[src/rtl/line_buf_pingpong_ctrl_if.sv]
// line_buf_pingpong_ctrl_if: video in, line_buf RAM ports, 2-row column out.
// Modports: master = controller side, slave = source/RAM/sink side.
interface line_buf_pingpong_ctrl_if #(
  parameter int DATA_WIDTH = 16,
  parameter int COL_WIDTH  = 10
) ();
  logic                  in_vs;
  logic                  in_de;
  logic [DATA_WIDTH-1:0] in_data;
  logic [DATA_WIDTH-1:0] ram_wr_data;
  logic [COL_WIDTH:0]    ram_wr_addr;
  logic                  ram_wr_en;
  logic [COL_WIDTH:0]    ram_rd_addr;
  logic [DATA_WIDTH-1:0] ram_rd_data;
  logic                  out_de;
  logic [DATA_WIDTH-1:0] out_cur;
  logic [DATA_WIDTH-1:0] out_prev;
  logic                  out_prev_vld;
  logic                  ovf;
`ifdef LINE_BUF_PINGPONG_CTRL_STATS_EN
  logic [COL_WIDTH:0]    line_len;
  logic [15:0]           line_cnt;
`endif

  modport master (
    input  in_vs, in_de, in_data,
    input  ram_rd_data,
    output ram_wr_data, ram_wr_addr,
    output ram_wr_en, ram_rd_addr,
    output out_de, out_cur, out_prev,
    output out_prev_vld, ovf
`ifdef LINE_BUF_PINGPONG_CTRL_STATS_EN
    , output line_len, line_cnt
`endif
  );

  modport slave (
    output in_vs, in_de, in_data,
    output ram_rd_data,
    input  ram_wr_data, ram_wr_addr,
    input  ram_wr_en, ram_rd_addr,
    input  out_de, out_cur, out_prev,
    input  out_prev_vld, ovf
`ifdef LINE_BUF_PINGPONG_CTRL_STATS_EN
    , input line_len, line_cnt
`endif
  );
endinterface

[src/rtl/line_buf_pingpong_ctrl.sv]
// line_buf_pingpong_ctrl: ping-pong line banks in one SDP RAM, 2-row output.
// Ports: clk, rstn (sync, active-low), bus (master). Option: LINE_BUF_PINGPONG_CTRL_STATS_EN.
module line_buf_pingpong_ctrl #(
  parameter int DATA_WIDTH = 16,
  parameter int COL_WIDTH  = 10
) (
  input logic                      clk,
  input logic                      rstn,
  line_buf_pingpong_ctrl_if.master bus
);
  typedef enum logic [1:0] {
    IDLE, ARMED, ACTIVE, BLANK
  } state_t;

  state_t state_q, state_d;

  logic                  vs_q;
  logic                  de_q;
  logic                  blk_q;
  logic [COL_WIDTH:0]    col_q;
  logic [COL_WIDTH:0]    prev_len_q;
  logic                  wbank_q;
  logic                  first_q;
  logic                  ovf_q;
  logic                  out_de_q;
  logic [DATA_WIDTH-1:0] out_cur_q;
  logic                  pv_q;

  logic vs_rise;
  logic de_eff;
  logic act;
  logic de_fall;
  logic wr_ok;
  logic pv_d;

  assign vs_rise = bus.in_vs & ~vs_q;
  // de stays masked after a vs rise until it has been seen low
  assign de_eff  = bus.in_de & ~blk_q & ~vs_rise;
  assign act     = rstn & de_eff & (state_q != IDLE);
  assign de_fall = de_q & ~act;
  // col MSB set means the line has run past the bank
  assign wr_ok   = act & ~col_q[COL_WIDTH];
  assign pv_d    = act & ~first_q
                 & (col_q < prev_len_q);

  assign bus.ram_wr_en   = wr_ok;
  assign bus.ram_wr_data = wr_ok ? bus.in_data : '0;
  assign bus.ram_wr_addr = wr_ok ?
    {wbank_q, col_q[COL_WIDTH-1:0]} : '0;
  assign bus.ram_rd_addr = wr_ok ?
    {~wbank_q, col_q[COL_WIDTH-1:0]} : '0;

  // RAM data arrives one cycle after its address
  assign bus.out_de       = out_de_q;
  assign bus.out_cur      = out_cur_q;
  assign bus.out_prev_vld = pv_q;
  assign bus.out_prev     = pv_q ? bus.ram_rd_data : '0;
  assign bus.ovf          = ovf_q;

  always_comb begin
    state_d = state_q;
    if (vs_rise) begin
      state_d = ARMED;
    end else begin
      unique case (state_q)
        IDLE:   state_d = IDLE;
        ARMED:  if (de_eff) state_d = ACTIVE;
        ACTIVE: if (de_fall) state_d = BLANK;
        BLANK:  if (de_eff) state_d = ACTIVE;
      endcase
    end
  end

  always_ff @(posedge clk) begin
    if (!rstn) begin
      state_q    <= IDLE;
      vs_q       <= 1'b0;
      de_q       <= 1'b0;
      blk_q      <= 1'b0;
      col_q      <= '0;
      prev_len_q <= '0;
      wbank_q    <= 1'b0;
      first_q    <= 1'b1;
      ovf_q      <= 1'b0;
      out_de_q   <= 1'b0;
      out_cur_q  <= '0;
      pv_q       <= 1'b0;
    end else begin
      state_q   <= state_d;
      vs_q      <= bus.in_vs;
      de_q      <= act;
      out_de_q  <= act;
      out_cur_q <= act ? bus.in_data : '0;
      pv_q      <= pv_d;
      if (vs_rise)
        blk_q <= 1'b1;
      else if (!bus.in_de)
        blk_q <= 1'b0;
      // vs wins: an unfinished line is dropped
      if (vs_rise) begin
        col_q   <= '0;
        wbank_q <= 1'b0;
        first_q <= 1'b1;
        ovf_q   <= 1'b0;
      end else if (de_fall) begin
        prev_len_q <= col_q;
        wbank_q    <= ~wbank_q;
        col_q      <= '0;
        first_q    <= 1'b0;
      end else if (act) begin
        if (col_q[COL_WIDTH])
          ovf_q <= 1'b1;
        else
          col_q <= col_q + 1'b1;
      end
    end
  end

`ifdef LINE_BUF_PINGPONG_CTRL_STATS_EN
  logic [15:0] line_cnt_q;

  always_ff @(posedge clk) begin
    if (!rstn)
      line_cnt_q <= '0;
    else if (vs_rise)
      line_cnt_q <= '0;
    else if (de_fall && line_cnt_q != 16'hFFFF)
      line_cnt_q <= line_cnt_q + 16'd1;
  end

  assign bus.line_len = prev_len_q;
  assign bus.line_cnt = line_cnt_q;
`endif
endmodule

[src/flat_wrapper.sv]
// flat-port wrapper written by rule: the top's interface ports become plain ports
module line_buf_pingpong_ctrl_flat 
#(
  parameter int DATA_WIDTH = 16,
  parameter int COL_WIDTH  = 10
)
  (clk, rstn, bus_in_vs, bus_in_de, bus_in_data, bus_ram_rd_data, bus_ram_wr_data, bus_ram_wr_addr, bus_ram_wr_en, bus_ram_rd_addr, bus_out_de, bus_out_cur, bus_out_prev, bus_out_prev_vld, bus_ovf);
  line_buf_pingpong_ctrl_if #(.DATA_WIDTH(DATA_WIDTH), .COL_WIDTH(COL_WIDTH)) bus_i ();
  input logic clk;
  input logic rstn;
  input wire logic [$bits(bus_i.in_vs)-1:0] bus_in_vs;
  input wire logic [$bits(bus_i.in_de)-1:0] bus_in_de;
  input wire logic [$bits(bus_i.in_data)-1:0] bus_in_data;
  input wire logic [$bits(bus_i.ram_rd_data)-1:0] bus_ram_rd_data;
  output wire logic [$bits(bus_i.ram_wr_data)-1:0] bus_ram_wr_data;
  output wire logic [$bits(bus_i.ram_wr_addr)-1:0] bus_ram_wr_addr;
  output wire logic [$bits(bus_i.ram_wr_en)-1:0] bus_ram_wr_en;
  output wire logic [$bits(bus_i.ram_rd_addr)-1:0] bus_ram_rd_addr;
  output wire logic [$bits(bus_i.out_de)-1:0] bus_out_de;
  output wire logic [$bits(bus_i.out_cur)-1:0] bus_out_cur;
  output wire logic [$bits(bus_i.out_prev)-1:0] bus_out_prev;
  output wire logic [$bits(bus_i.out_prev_vld)-1:0] bus_out_prev_vld;
  output wire logic [$bits(bus_i.ovf)-1:0] bus_ovf;
  assign bus_i.in_vs = bus_in_vs;
  assign bus_i.in_de = bus_in_de;
  assign bus_i.in_data = bus_in_data;
  assign bus_i.ram_rd_data = bus_ram_rd_data;
  assign bus_ram_wr_data = bus_i.ram_wr_data;
  assign bus_ram_wr_addr = bus_i.ram_wr_addr;
  assign bus_ram_wr_en = bus_i.ram_wr_en;
  assign bus_ram_rd_addr = bus_i.ram_rd_addr;
  assign bus_out_de = bus_i.out_de;
  assign bus_out_cur = bus_i.out_cur;
  assign bus_out_prev = bus_i.out_prev;
  assign bus_out_prev_vld = bus_i.out_prev_vld;
  assign bus_ovf = bus_i.ovf;
  line_buf_pingpong_ctrl #(.DATA_WIDTH(DATA_WIDTH), .COL_WIDTH(COL_WIDTH)) u_core (.clk(clk), .rstn(rstn), .bus(bus_i));
endmodule
[config.mk]
export PLATFORM = sky130hd
export DESIGN_NAME = line_buf_pingpong_ctrl_flat
export DESIGN_NICKNAME = d
export VERILOG_FILES = /design/src/rtl/line_buf_pingpong_ctrl_if.sv /design/src/rtl/line_buf_pingpong_ctrl.sv /design/src/flat_wrapper.sv
export SDC_FILE = /design/constraint.sdc
export NUM_CORES = 1
export LEC_CHECK = 0
export ABC_AREA = 0
export CAP_MARGIN = 20
export CORE_MARGIN = 2
export CORE_UTILIZATION = 40
export DETAILED_ROUTE_END_ITERATION = 10
export HOLD_SLACK_MARGIN = 0.03
export PLACE_DENSITY_LB_ADDON = 0.1
export SYNTH_ARGS = -nofsm -noshare
export SYNTH_HDL_FRONTEND = slang
export SYNTH_SLANG_ARGS = --single-unit
[constraint.sdc]
create_clock -name clk -period 1.6 [get_ports clk]
set_input_delay 0.24 -clock clk [delete_from_list [all_inputs] [get_ports clk]]
set_output_delay 0.24 -clock clk [all_outputs]
set_load 0.02 [all_outputs]
==> flow_summary.ini <==
[min_path]
holdPathStages = 2
hold_class = in -> reg

[sta]
timing.final.ws_setup_ns = -0.247
finalSetupViolCount = 39
max_freq_mhz = 541
max-slew-margin-rel_pct = 74.5
worstMarginPinSlew_ns = 0.382
fin_hold_ws_ns = 0.310
post-route-period-util_pct = 115
setup_tns_ns = -8.50
finalHoldViolations = 0
rsz0062_at_grt = yes
slew_viol_final = 0
clock_skew_ns = 0.00440
period_minus_slack_ns = 1.85

[worst_setup_path]
max_stage_delay_ns = 0.34
startpoint_type = register
cpMostUsedCell = buf_6
crit_required_ns = 1.36
endpoint_kind = output pin
arrival_ns = 1.61
critical_path.top_delay_family = simple AND/OR/NAND/NOR gates
crit_type = reg -> out
crit_chain = or2_4 -> nand4_4 -> inv_4 -> buf_6 -> buf_12 -> and2_4 -> buf_6
reg2reg_depth = 9
cp_max_fo = 7
cp.buffers_inverters = 4
cp_slowest_cell = dfxtp_2
crit_cells = 7

[synth]
yosysSeqAreaShare_pct = 40.4
synth_async_sr_flop_share_pct = 0
mappedNetlistArea_um2 = 2330
synth.avg_cell_area_um2 = 9.06
synth_seq_cells = 47
synth_edf_count = 0
synthCells = 257
syn-num-nets = 304
yosys_warnings = 0
synth_cell_types = 37
ys.flop_type = dfxtp_1

[power]
p_leak_nw = 1.90
seq_power_share_pct = 53.8
pwr-share-comb_pct = 13.7
power.density_nw_per_um2 = 550
clkPwrFrac_pct = 32.6
total_power_mw = 2.21
p_sw_uw = 505
vdd_ir_drop_max_mv = 0.494
sw_frac_of_total_pct = 22.9
p_int_mw = 1.70

[floorplan]
start_util_pct = 41.8
die_h_um = 80.3
fp-row-count = 27
core_area_um2 = 5570
io_pins = 110
die_x_um = 80.3
dieArea_um2 = 6450

[clock_tree]
cts_sinks = 47
numCtsBuffers = 5
cts_tree = built
htree_levels = 2
clk_pin_slew_ns = 0.08
hold_buffers = 0
cts.path.max_buffers = 2
clock_latency_ns = 0.29
cts_root_buf = clkbuf_8

[placement]
place_area_um2 = 3610
detailed_place_hpwl_um = 4300
gp_congestion = 0.809
port_buffers = 109
place_ws_ns = -0.779

[routing]
wl_per_cell_um = 13.3
drt_iter0_markers = 120
firstDrtPassIters = 4
drt_wl_total_um = 6240
vias = 2240
drc = 0
vias_per_cell = 4.79
ant_nets = 0

[grt]
grt_max_degree = 18
first_global_vias = 1973
grt_remaining_overflow = 0
grt_usage_pct = 19.0
grt_antenna_before_repair = 0
grt_pass1_wl_um = 9450

[final_layout]
nets = 443
area_delta_synth_final_pct = 72.6
n_antenna_cell = 0
design_area_um2 = 4020
drive_above_1_share_pct = 33.3
layout.cells.most_common = clkdlybuf4s50_1
layout.cells.most_common_list = clkdlybuf4s50_1 (49), buf_6 (43), dfxtp_1 (40)

[run]
drv_cap = 0

[status]
status = finished with violations
violations = setup timing
cell type report:
type                    count  area, µm²
multi-input cells         177       1280
inverters                  15       58.8
fillers                   422       1560
flip-flops and latches     47        952
well taps                  72       90.1
clock buffers               6       82.6
repair buffers            150       1550
clock inverters             1       5.00
cells in the mapped netlist, types with 3 or more instances:
cell	n	area (µm²)
and3_1	5	31.3
o21ai_0	4	20.0
a21oi_1	11	55.1
dfxtp_1	47	941
nand4_1	5	31.3
buf_4	11	82.6
nor2_1	23	86.3
or3_1	3	18.8
nand3_1	6	30.0
mux2i_1	14	140
and2_1	60	375
nand2_1	10	37.5
inv_1	15	56.3
a31oi_1	3	18.8
ha_1	11	138
clkbuf_1	4	15.0
power groups by stage:
stage | logic, mW | clock network [mW] | registers [mW]
2_1_floorplan | 0.0863 | 0 | 1.22
4_1_cts | 0.291 | 0.746 | 1.19
5_1_grt | 0.323 | 0.798 | 1.19
3_3_place_gp | 0.254 | 0 | 1.22
3_5_place_dp | 0.257 | 0 | 1.22
6_report | 0.302 | 0.719 | 1.19
repair_timing:
item	CTS	global route
setup endpoints to repair	85	63
gates resized for setup	286	11
pin swaps	20	7
buffers inserted	6	6
cloned	3	0
per-stage QoR:
stage / utilization, % / std cells
final: 72.1 / 468
after global routing: 72.1 / 468
after CTS: 70.8 / 462
after detailed placement: 64.8 / 446
after global placement: 64.8 / 446
after floorplan: - / 257
worst reg2reg max path: stages (launching register included):
cell and delay (ns):
dfxtp_2 0.34, or2_4 0.27, nand4_4 0.11, inv_4 0.05, buf_12 0.13, buf_16 0.13
buf_6 0.11, buf_6 0.11, nand4_1 0.08, mux2i_1 0.21
routing by layer:
| layer | GRT usage, % | routed length (µm) |
|---|---|---|
| met5 | 0 | 0 |
| met4 | 5.93 | 59 |
| met3 | 4.61 | 459 |
| met2 | 33.3 | 3170 |
| met1 | 22.7 | 2550 |
cell families after synthesis:
kind of cell,after synthesis,share of synthesized area (%)
compound gates,25,7.25
fa+ha+maj,11,5.91
simple gates,125,31.9
buf+inv,33,7.79
mux,14,6.02
flops,47,40.4
xor+xnor,2,0.752
state kept, by name (all words and copies together) (netlist names):
register,cells
u_core.de_q,1
u_core.col_q,11
u_core.prev_len_q,11
u_core.vs_q,1
u_core.bus.ovf,1
u_core.wbank_q,1
u_core.blk_q,1
u_core.state_q,2
u_core.bus.out_cur,16
u_core.bus.out_prev_vld,1
u_core.first_q,1
final timing paths:
kind	from	to	slack (ns)
setup / recovery	u_core.state_q[0]$_SDFFE_PN0P_	bus_ram_rd_addr[3]	-0.25
hold / removal	bus_in_vs	u_core.vs_q$_SDFF_PN0_	0.31
setup reg to reg	u_core.state_q[0]$_SDFFE_PN0P_	u_core.col_q[7]$_SDFFE_PP0P_	0.01
hold reg to reg	u_core.first_q$_SDFFE_PP1P_	u_core.first_q$_SDFFE_PP1P_	0.45
No activity file was read; power rests on OpenSTA's default activity.
==> RTL change 1 (config.mk and constraints unchanged) <==
`COL_WIDTH` is set to 10 in 3 places; all go to 20.
--- a/src/rtl/line_buf_pingpong_ctrl_if.sv
+++ b/src/rtl/line_buf_pingpong_ctrl_if.sv
@@ -4,3 +4,3 @@
   parameter int DATA_WIDTH = 16,
-  parameter int COL_WIDTH  = 10
+  parameter int COL_WIDTH  = 20
 ) ();
--- a/src/rtl/line_buf_pingpong_ctrl.sv
+++ b/src/rtl/line_buf_pingpong_ctrl.sv
@@ -4,3 +4,3 @@
   parameter int DATA_WIDTH = 16,
-  parameter int COL_WIDTH  = 10
+  parameter int COL_WIDTH  = 20
 ) (
--- a/src/flat_wrapper.sv
+++ b/src/flat_wrapper.sv
@@ -4,3 +4,3 @@
   parameter int DATA_WIDTH = 16,
-  parameter int COL_WIDTH  = 10
+  parameter int COL_WIDTH  = 20
 )
Ports: changed (resized bus_ram_rd_addr and bus_ram_wr_addr); port bits go from 110 to 130. No check against the original RTL was run, so the function may have changed too.
==> RTL change 1 against the original RTL <==
The run still ends with negative setup slack left. Sequential power grew 41%. Die area increased by 49%. Wire length is 85% higher. Critical path depth down 1. Via count is 62% higher. Power rose by 63%. Final area is 54% higher. Sequential cell count grew 20. Setup slack worse by 140 ps. Final cell count grew 55%. Synthesized area grew 52%. Clock skew up 7.8 ps. Worst hold slack got worse by 30 ps. Critical path type is now reg -> reg. Highest routed layer unchanged.
==> RTL change 1: results (changes against the original RTL) <==
| Metric | Value |
|---|---|
| Syn Nets | `484 (+59%)` |
| Post-synth ARST share | `0 (unchanged)` |
| Worst Tran Pin Value | `305.4 ps (-76.49 ps)` |
| IO buf count | `129 (+18%)` |
| H-tree depth | `3 (+1)` |
| DR vias/cell | `5.004 (+4.6%)` |
| Final estimated routing congestion in global placement | `0.7981 (-1.4%)` |
| Dpl hpwl | `7152 µm (+66%)` |
| Synth warn | `0 (unchanged)` |
| Hold Path Origin | `bus_in_de` |
| Post-synthesis compound-gate area fraction | `0.1231 (+0.05060)` |
| Fillers | `680 (+61%)` |
| Maximum VDD drop | `482.8 µV (-2.3%)` |
| First DRT Iteration DRCs | `189 (+57%)` |
| CP Launch Type | `flop` |
| Share of cells above drive strength 1 | `0.4052 (+0.07185)` |
| LEAKAGE | `2.540 nW (+33%)` |
| First-pass GRT wire length | `16260 µm (+72%)` |
| Clk slew on worst S/H paths | `80 ps (about the same)` |
| Initial antenna violation count | `0 (unchanged)` |
| Root buf cell | `clkbuf_8` |
| Vias in the first global route | `3344 (+69%)` |
| Switching pwr | `830.4 µW (+64%)` |
| Status | `complete, but fails checks` |
| Num CTS Buffers | `9 (+4)` |
| Register area share after synthesis | `0.3793 (-0.02475)` |
| XOR/XNOR Fraction of Synth Area | `0.02972 (+0.02220)` |
| Primary FF master, synth | `dfxtp_1` |
| Leading cell types by count after synthesis | `and2_1 (69), dfxtp_1 (67), nand2_1 (64)` |
| Final setup margin | `-386.6 ps (-139.4 ps)` |
| Gr usage total | `0.2084 (+0.01846)` |
| Largest net degree at the start of global routing | `29 (+11)` |
| Adder-Cell Fraction of Synth Area | `0.07431 (+0.01520)` |
| Synth area leaders | `dfxtp_1 (38%), and2_1 (12%), ha_1 (7.4%), nand2_1 (6.8%), buf_4 (4.5%)` |
| DR pass1 iterations | `4 (unchanged)` |
| Min-delay worst type | `in -> reg` |
| Max clock buf depth | `2 (unchanged)` |
| Ant. Diodes | `0 (unchanged)` |
| Fin nets | `669 (+51%)` |
| Worst EP arrival | `2300 ps (+690 ps)` |
| Worst-path maximum fanout | `6 (-1)` |
| RR Startpoint | `u_core.blk_q` |
| Skew final | `12.16 ps (+7.761 ps)` |
| Post-synthesis mux area share | `0.002831 (-0.05735)` |
| Total Wirelength | `11550 µm (+85%)` |
| Count of different cell masters after synthesis | `44 (+19%)` |
| Clk_lat worst skew | `360 ps (+70 ps)` |
| Failing checks | `negative setup slack` |
| Finish-stage setup viols | `76 (+95%)` |
-- RTL change 1: cell types whose count changed after synthesis, moves of 12 or more --
cell	unedited run	this run
clkbuf_1	4	16
a21boi_0	0	13
mux2i_1	14	1
nand2_1	10	64
dfxtp_1	47	67
-- RTL change 1: timing repair --
item | 4_1_cts | 5_1_grt
gates cloned | 2 | 5
buffers inserted | 12 | 11
pin swaps | 16 | 37
hold buffers | 0 | 0
gates resized for setup | 374 | 101
setup endpoints to repair | 89 | 104
-- RTL change 1: kinds of logic (layout without fill, tap and decap cells) --
kind of cell	after synthesis	after routing
adders and majority gates	21	21
buffers and inverters	63	253
xor gates and xnor gates	12	12
muxes	1	1
and+or+nand+nor	198	198
DFF	67	67
AOI/OAI and AO/OA	65	65
-- RTL change 1: stage by stage --
stage | area (µm²) | hold WS (ps) | setup TNS, ps | cells | setup slack [ps]
finish | 6180 | 279.7 | -20300 | 725 | -386.6
global route | 6180 | 335.5 | -26030 | 725 | -441.9
CTS | 5663 | 284.7 | -21180 | 712 | -390.8
detailed placement | 5246 | 443.5 | -65890 | 682 | -826.3
global placement | 5246 | 439.3 | -61530 | 682 | -780.8
floorplan | 3633 | 361.7 | -594.8 | 427 | -136.7
-- RTL change 1: metal layers --
metal / vias to the layer above / share of wire / track usage
met5: - / 0 / 0
met4: 0 / 0.018 / 0.06838
met3: 20 / 0.060 / 0.03937
met2: 117 / 0.51 / 0.3667
met1: 1725 / 0.41 / 0.2560
li1: 1766 / - / -
-- RTL change 1: worst max-delay path, stage by stage, from the launching register on --
cell and delay [ps]:
dfxtp_2 340, nor2b_4 130, o2111ai_4 140, buf_6 170, or4_4 520, or4_1 550, nand2_1 70
-- RTL change 1: layout make-up --
class / instances / area (µm²) / share of cell area
inverters: 23 / 90.09 / 0.01458
well taps: 108 / 135.1 / 0.02187
repair inverters: 2 / 15.01 / 0.002430
flip-flops and latches: 67 / 1368 / 0.2213
repair buffers: 212 / 2036 / 0.3294
multi-input cells: 297 / 2310 / 0.3738
clock inverters: 6 / 88.84 / 0.01438
clock buffers: 10 / 137.6 / 0.02227
-- RTL change 1: power groups by stage --
stage               clock network, mW  logic, mW  registers (mW)
finish                           1.61      0.312            1.68
global placement                    0      0.254            1.72
CTS                              1.62      0.280            1.68
global route                     1.68      0.330            1.69
floorplan                           0     0.0847            1.73
detailed placement                  0      0.258            1.73
-- RTL change 1: worst paths after layout --
kind                          endpoint  slack [ps]  depth (start not counted)
setup / recovery      u_core.col_q[16]        -390                          6
hold / removal            u_core.blk_q         280                          3
setup reg to reg      u_core.col_q[16]        -390                          6
hold reg to reg   u_core.prev_len_q[0]         450                          2
==> RTL change 2 (config.mk and constraints unchanged) <==
Without the edit above. Re-encode `state_t` (4 states) as one-hot, 4 bits wide.
--- a/src/rtl/line_buf_pingpong_ctrl.sv
+++ b/src/rtl/line_buf_pingpong_ctrl.sv
@@ -10,4 +10,4 @@
 );
-  typedef enum logic [1:0] {
-    IDLE, ARMED, ACTIVE, BLANK
+  typedef enum logic [3:0] {
+    IDLE = 4'b0001, ARMED = 4'b0010, ACTIVE = 4'b0100, BLANK = 4'b1000
   } state_t;
Formal check against the unedited RTL: no difference found for any inputs over 10 cycles, from zero or initial values and one cycle with rstn low; not proved beyond that.
==> RTL change 2 against the original RTL <==
The run still ends with negative setup slack left. Global-route usage is 4.6 points higher. Final area up 11%. Wire length up 28%. Setup slack got worse by 330 ps. Sequential power is 4% higher. Power is 7.3% higher. Sequential cell count increased by 2. Synthesized area is 2.7% higher. Synthesized cell count rose by 8.9%. Non-clock buffer count is 23 higher. Die area rose by 2.6%.
==> RTL change 2: results (changes against the original RTL) <==
| Metric | Value |
|---|---|
| Status | `complete, but fails checks` |
| Failing checks | `negative setup slack` |
| LEAKAGE | `1.888 nW (-0.90%)` |
| Hold_ws | `394.0 ps (+84.19 ps)` |
| Vias in the first global route | `2449 (+24%)` |
| Skew final | `2.874 ps (-1.528 ps)` |
| R2r setup slk | `-460 ps (-470 ps)` |
| RR Startpoint | `u_core.blk_q` |
| Worst EP arrival | `1940 ps (+330 ps)` |
| Max stage delay on crit path | `550 ps (+210 ps)` |
| Hold Path Origin | `bus_in_de` |
| Post-synth ARST share | `0 (unchanged)` |
| Worst-path maximum fanout | `8 (+1)` |
| Adder-Cell Fraction of Synth Area | `0.05756 (-0.001547)` |
| Worst Hold End | `u_core.blk_q` |
| Worst r2r dst | `u_core.bus.out_prev_vld` |
| Total Wirelength | `7994 µm (+28%)` |
| Share of cells above drive strength 1 | `0.3963 (+0.06298)` |
| First DRT Iteration DRCs | `127 (+5.8%)` |
| Leading cell types by count after synthesis | `dfxtp_1 (49), and2_1 (33), and3_1 (25)` |
| Post-synthesis mux area share | `0 (-0.06018)` |
| First-pass GRT wire length | `11940 µm (+26%)` |
| Largest net degree at the start of global routing | `23 (+5)` |
| Post-synthesis compound-gate area fraction | `0.1303 (+0.05776)` |
| Slew headroom | `0.6340 (-0.1109)` |
| Dpl hpwl | `5724 µm (+33%)` |
| Final setup margin | `-581.2 ps (-334.0 ps)` |
| Fin nets | `480 (+8.4%)` |
| Sum Neg Setup Slack | `-26620 ps (-18120 ps)` |
| Slowest cell on crit path | `or4_4` |
| Syn Nets | `327 (+7.6%)` |
| Worst Hold Depth | `3 (+1)` |
| R2r worst-path depth | `6 (-3)` |
| Ant. Diodes | `0 (unchanged)` |
| Final estimated routing congestion in global placement | `0.8900 (+10%)` |
| Register area share after synthesis | `0.4103 (+0.006173)` |
| Maximum VDD drop | `490.7 µV (-0.72%)` |
| Pre-CTS setup slack | `-1124 ps (-345.1 ps)` |
| XOR/XNOR Fraction of Synth Area | `0.007326 (-0.0001968)` |
| Fillers | `393 (-6.9%)` |
| DR vias/cell | `5.061 (+5.7%)` |
| Primary FF master, synth | `dfxtp_1` |
| Finish-stage setup viols | `62 (+59%)` |
| Gr usage total | `0.2357 (+0.04577)` |
| Synth area leaders | `dfxtp_1 (41%), and2_1 (8.6%), and3_1 (6.5%), ha_1 (5.8%), o31ai_1 (3.8%)` |
## RTL change 2: cell types whose count changed in the layout (fill, tap and decap cells not counted), sizes merged, moves of 4 or more
cell   unedited run  this run
nand4             6         2
and3              5        25
mux2i            14         0
or4               2         9
nor2             23         8
and2             60        33
buf              80       102
nand3             6        15
o21ai             5        11
o31ai             2        12
nor3              0         6
## RTL change 2: worst reg2reg max path, cell delays in order (launching register included)
cell and delay (ps):
dfxtp_2 330, nand2b_4 130, or4_4 550, buf_4 170, buf_12 130, or4_4 430
a221oi_4 210
## RTL change 2: through the flow
stage	power, mW	area [µm²]	cells	utilization
final	2.369	4449	509	0.7605
after CTS	2.361	4269	501	0.7297
after floorplan	1.372	2621	280	-
after detailed placement	1.554	4031	488	0.6891
after global routing	2.457	4449	509	0.7605
after global placement	1.548	4031	488	0.6891
## RTL change 2: worst max-delay path by stage
stage / start / to
2_1_floorplan: u_core.blk_q / bus_ram_wr_addr[9]
3_3_place_gp: bus_in_de / bus_ram_wr_data[14]
3_5_place_dp: bus_in_de / bus_ram_wr_addr[6]
4_1_cts: u_core.blk_q / bus_ram_rd_addr[3]
5_1_grt: u_core.blk_q / bus_ram_rd_addr[3]
6_report: u_core.blk_q / bus_ram_rd_addr[3]
## RTL change 2: timing repair
item,4_1_cts,5_1_grt
setup buffers,4,9
gates resized for setup,253,38
pin swaps,21,6
endpoints found under the setup margin,78,66
hold buffers,0,0
gates cloned,2,1
## RTL change 2: kinds of logic after synthesis
| logic type | count (synthesis) |
|---|---|
| xor+xnor | 2 |
| fa+ha+maj | 11 |
| simple gates | 126 |
| buf+inv | 44 |
| compound gates | 48 |
| flops | 49 |
## RTL change 2: layout make-up
| cell class | count | area, µm² | area share |
|---|---|---|---|
| well taps | 75 | 93.84 | 0.02109 |
| clock buffers | 7 | 96.34 | 0.02165 |
| flip-flops and latches | 49 | 989.7 | 0.2224 |
| repair buffers | 173 | 1719 | 0.3864 |
| multi-input cells | 187 | 1476 | 0.3318 |
| inverters | 17 | 68.82 | 0.01547 |
| clock inverters | 1 | 5.005 | 0.001125 |
## RTL change 2: report_power, final
group / internal, mW / switching [mW]
clock: 0.391 / 0.408
combinational: 0.199 / 0.131
sequential: 1.23 / 0.00811
total: 1.82 / 0.547
## RTL change 2: per-layer routing
metal  part of all wire  routed length, µm  global-route usage  up-vias
li1                   -                  -                   -     1282
met1               0.39               3108              0.2609     1199
met2               0.52               4183              0.4344       88
met4              0.014                109             0.07627        0
met3              0.074                593             0.06111        7
met5                  0                  0                   0        -
